File: src/rtl/umi_regbank.sv
// Register bank behind the UMI register interface: ID, CTRL, W1C STATUS,
// free-running COUNT and scratch registers with byte-masked writes and registered reads.
module umi_regbank #(
  parameter int          AW = 64,
  parameter int          DW = 64,
  parameter int          N  = 8,
  parameter logic [63:0] ID = 64'h0
) (
  input  logic            clk,
  input  logic            nreset,
  input  logic [AW-1:0]   reg_addr,
  input  logic            reg_write,
  input  logic            reg_read,
  input  logic [7:0]      reg_cmd,
  input  logic [3:0]      reg_size,
  input  logic [4*DW-1:0] reg_wrdata,
  output logic [DW-1:0]   reg_rddata,
  input  logic [DW-1:0]   hw_event,
  output logic [DW-1:0]   ctrl,
  output logic            irq,
  output logic            addr_err
);

  localparam int          NB   = DW / 8;
  localparam int          B    = $clog2(NB);
  localparam int          LN   = $clog2(N);
  localparam logic [DW-1:0] ID_V = DW'(ID);

  logic [LN-1:0] idx;
  logic          oor;
  logic          wr_ok;
  logic          wr_ctrl;
  logic          wr_status;
  logic          wr_count;
  logic [DW-1:0] wdata;
  logic [DW-1:0] bmask;
  logic [DW-1:0] clr;
  logic [DW-1:0] rd_val;

  logic [DW-1:0] ctrl_q;
  logic [DW-1:0] status_q;
  logic [DW-1:0] count_q;
  logic [DW-1:0] status_d;
  logic [DW-1:0] count_d;
  logic [DW-1:0] scratch_q [4:N-1];

  // Command, upper write-data lanes and sub-word address bits carry no meaning here.
  logic unused_ok;
  assign unused_ok = ^{reg_cmd, reg_wrdata, reg_addr};

  assign idx   = reg_addr[B +: LN];
  assign oor   = |(reg_addr >> (B + LN));
  assign wdata = reg_wrdata[DW-1:0];

  assign wr_ok     = reg_write & ~oor;
  assign wr_ctrl   = wr_ok && (idx == LN'(1));
  assign wr_status = wr_ok && (idx == LN'(2));
  assign wr_count  = wr_ok && (idx == LN'(3));

  // Byte k is written when the size covers it; sizes at or above the word width write all bytes.
  always_comb begin
    bmask = '0;
    for (int unsigned k = 0; k < NB; k++) begin
      if ((32'(reg_size) >= 32'(B)) || (k < (32'd1 << reg_size))) begin
        bmask[8*k +: 8] = '1;
      end
    end
  end

  assign clr      = wr_status ? (wdata & bmask) : '0;
  assign status_d = (status_q & ~clr) | hw_event;

  // A write replaces the increment; unmasked bytes keep the pre-increment value.
  always_comb begin
    count_d = count_q;
    if (ctrl_q[0]) begin
      count_d = count_q + 1'b1;
    end
    if (wr_count) begin
      count_d = (count_q & ~bmask) | (wdata & bmask);
    end
  end

  always_comb begin
    rd_val = '0;
    if (idx == LN'(0)) begin
      rd_val = ID_V;
    end else if (idx == LN'(1)) begin
      rd_val = ctrl_q;
    end else if (idx == LN'(2)) begin
      rd_val = status_q;
    end else if (idx == LN'(3)) begin
      rd_val = count_q;
    end else begin
      for (int unsigned i = 4; i < N; i++) begin
        if (idx == LN'(i)) begin
          rd_val = scratch_q[i];
        end
      end
    end
  end

  always_ff @(posedge clk or negedge nreset) begin
    if (!nreset) begin
      ctrl_q     <= '0;
      status_q   <= '0;
      count_q    <= '0;
      reg_rddata <= '0;
      addr_err   <= 1'b0;
    end else begin
      if (wr_ctrl) begin
        ctrl_q <= (ctrl_q & ~bmask) | (wdata & bmask);
      end
      status_q <= status_d;
      count_q  <= count_d;
      if (reg_read) begin
        reg_rddata <= oor ? '0 : rd_val;
      end
      addr_err <= (reg_read | reg_write) & oor;
    end
  end

  always_ff @(posedge clk or negedge nreset) begin
    if (!nreset) begin
      for (int unsigned i = 4; i < N; i++) begin
        scratch_q[i] <= '0;
      end
    end else begin
      for (int unsigned i = 4; i < N; i++) begin
        if (wr_ok && (idx == LN'(i))) begin
          scratch_q[i] <= (scratch_q[i] & ~bmask) | (wdata & bmask);
        end
      end
    end
  end

  assign ctrl = ctrl_q;
  assign irq  = |status_q;

endmodule

File: config.mk
export PLATFORM = sky130hd
export DESIGN_NAME = umi_regbank
export DESIGN_NICKNAME = d
export VERILOG_FILES = /design/src/rtl/umi_regbank.sv
export SDC_FILE = /design/constraint.sdc
export NUM_CORES = 1
export LEC_CHECK = 0
export CORE_MARGIN = 2
export CORE_UTILIZATION = 40
export DETAILED_ROUTE_END_ITERATION = 16
export GPL_ROUTABILITY_DRIVEN = 0
export PLACE_DENSITY = 0.75
export SLEW_MARGIN = 20
export SYNTH_ARGS = -nofsm -noshare
export SYNTH_HDL_FRONTEND = slang
export SYNTH_SLANG_ARGS = --single-unit
File: constraint.sdc
create_clock -name clk -period 3.85 [get_ports clk]
set_input_delay 0.77 -clock clk [delete_from_list [all_inputs] [get_ports clk]]
set_output_delay 0.77 -clock clk [all_outputs]
set_load 0.005 [all_outputs]
==> summary.md <==
| Metric | Value |
|---|---|
| Crit Path Class | register to primary output |
| Detailed-route via count | roughly 19000 |
| Wire length on met3 | 5.68 mm |
| Max-cap viol count | 0 |
| Worst Setup End Kind | primary output |
| # rows | 90 |
| Drt total wl | about 75 mm |
| HP Class | primary input to async pin |
| YS warnings | 0 |
| WL/cell | between 20 and 25 um |
| Syn Area/Cell | between 10 and 15 um2 |
| Setup TNS | 0 ps |
| CTS max path bufs | 3 |
| Largest cells by area after synthesis | dfrtp_1 53%, mux2_2 15%, mux4_2 5.9% |
| Largest net degree at the start of global routing | 102 |
| Dpl hpwl | 52.2 mm |
| Worst-path fanout max | 3 |
| Commonest cells in the netlist | 513 x dfrtp_1, 320 x mux2_2, 156 x a21oi_1 |
| Final Hold Fails | 0 |
| Worst Path Required | around 3000 ps |
| Min cycle time layout | around 3800 ps |
| DRT iter0 DRCs | approximately 1600 |
| Worst EP arrival | 3020 ps |
| Layout area overhead | 25.8% |
| Post-synth net total | 2419 |
| Initial Utilization | 40.5% |
| Synthesized cell area | around 24000 um2 |
| TritonRoute pass-1 iters | 5 |
| Drt drc | 0 |
| CTS tree | done |
| Hold Slack | ~230 ps |
| Leakage Power | around 13 nW |
| Total GRT Usage | 23.5% |
| Yosys reg bits | a little over 500 |
| Fin crit share | 98.4% |
| Worst skew pair latency | just over 600 ps |
| Met1 WL | about 30 mm |
| Die Ht | about 250 um |
| # setup viols final | 0 |
| TritonCTS Buffers | 54 |
| Max-slew violations | 0 |
| Synth cell types | 70 |
| Worst Skew | about 24 ps |
| Io pins | 530 |
| Power Dens Cells | 369 nW/um2 |
| Startpoint types | register |
| Met2 wire length | approximately 36 mm |
| Post-synth EDFFs | 0 |
| Vias in the first global route | approximately 19000 |
| Most common cell in the synthesized netlist | dfrtp_1 |
| Via density | between 5 and 6 |
| Part of the Yosys area used for sequential elements | 52.5% |
| Clock sink count | between 500 and 600 |
| Primary FF master, synth | dfrtp_1 |
| Rel. slew slack | 39.9% |
| Post-DRT Antenna Nets | 0 |
| Uppermost layer routed | met5 |
| Antenna violations before repair | 9 |
| Die area | about 63000 um2 |
| Synth area leader | dfrtp_1 |
| Share of flip-flops with an asynchronous set or reset | 100% |
| Postcts setup bufs | 0 |
| Port Buffer Count | between 300 and 400 |
| H-tree Lvls | 2 |
| CTS clk-pin slew, worst paths | about 60 ps |
| Core footprint | roughly 60000 um2 |
| Fillcell total | 5091 |
| First-pass GRT wire length | about 110 mm |
| Worst-Margin Slew | roughly 900 ps |
| Clock root buffer | clkbuf_16 |
| Max frequency | 264 MHz |
| Hold-fix buffers, CTS | 0 |
| Layout cells sized above 1 | 24.3% |
| Mapped Cells | 2018 |
| Status | complete, no violations |
| Gr ovfl total | 0 |
| Top-area cell type share of the netlist area | roughly 53% |
| RSZ-0062 raised after global routing | false |
| Die X-Extent | 251 um |
| Final Net Count | 2742 |
| Worst VDD drop | a little under 0.0004 V |
-- final timing paths --
kind                                    from        endpoint  slack [ps]  depth (start not counted)
worst max-delay path            status_q[18]             irq          60                          5
worst min-delay path                  nreset  reg_rddata[57]         230                          1
worst max register to register      register        register         930                          7
worst min register to register      register        register         500                          1
max in group asynchronous             nreset     status_q[8]        2660                          2
min in group clk                    register        register         500                          1
-- worst max-delay path: stages, from the launching register on --
cell and delay [ps]:
dfrtp_1 420, nor4_1 540, nand4_1 210, buf_4 190
or4_1 490, clkdlybuf4s50_1 550
-- cell usage in the layout (no fill, tap or decap), drive strengths merged, types with 6 or more instances in the layout --
cell type      netlist  routed
and3                20      20
mux2               320     320
nor2                50      50
nor4                36      36
and4                 8       8
o21ai               12      12
mux4                64      64
mux2i               66      66
buf                 46      75
nand4               22      22
a211o                6       6
o211ai              14      14
dfrtp              513     513
nor3                27      27
clkbuf              85      76
a21o                66      66
a21oi              156     156
a211oi              81      81
or3                 11      11
inv                 84      84
nand2              106     106
clkdlybuf4s50        0     321
o22ai               73      73
clkinv               0      11
nand3               69      69
and2                11      11
-- cell type report --
| class | count | area (um2) | area share, % |
|---|---|---|---|
| Tap cell | 782 | 978 | 3.18 |
| Clock buffer | 74 | 1570 | 5.10 |
| Inverter | 84 | 315 | 1.03 |
| Sequential cell | 513 | 12800 | 41.8 |
| Antenna cell | 3 | 7.51 | 0.0244 |
| Timing Repair Buffer | 398 | 4000 | 13.0 |
| Clock inverter | 16 | 213 | 0.692 |
| Multi-Input combinational cell | 1290 | 10800 | 35.2 |
-- power by group --
part	leakage (nW)	internal, mW	total, mW	switching (mW)
registers	6.70	5.39	5.39	0.000145
logic	5.71	0.295	0.708	0.413
clock network	0.878	3.09	5.25	2.16
-- cells by family after synthesis --
family,Yosys count,synth area share (%)
flip-flops,513,52.5
multiplexers,450,23.3
buffers and inverters,215,3.47
AND/OR/NAND/NOR,380,8.17
AO/OA/AOI/OAI,451,12.2
adder cells (fa/ha/maj),1,0.0512
XOR/XNOR,8,0.287
-- repair_timing --
action | CTS | global route
gates resized for setup | 1 | 1
endpoints found under the hold margin | 0 | 0
setup endpoints to repair | 1 | 1
-- per-stage QoR --
| stage | util, % | cell area [um2] | worst slack (ps) | power, mW | instances |
|---|---|---|---|---|---|
| floorplan | - | 24400 | 1080 | 5.72 | 2018 |
| global placement | 47.9 | 28900 | 92.8 | 6.19 | 3067 |
| detailed placement | 47.9 | 28900 | 20.8 | 6.20 | 3067 |
| CTS | 50.9 | 30700 | 46.8 | 11.5 | 3157 |
| global route | 50.9 | 30700 | 12.8 | 11.7 | 3158 |
| finish | 50.9 | 30700 | 62.4 | 11.4 | 3160 |
-- layer usage --
| layer | GRT usage [%] | vias to the layer above |
|---|---|---|
| met2 | 39.3 | 773 |
| li1 | - | 8206 |
| met5 | 0 | - |
| met3 | 5.37 | 153 |
| met1 | 30.0 | 9535 |
| met4 | 8.23 | 12 |
Note: power is estimated with default switching activity, not from simulation.
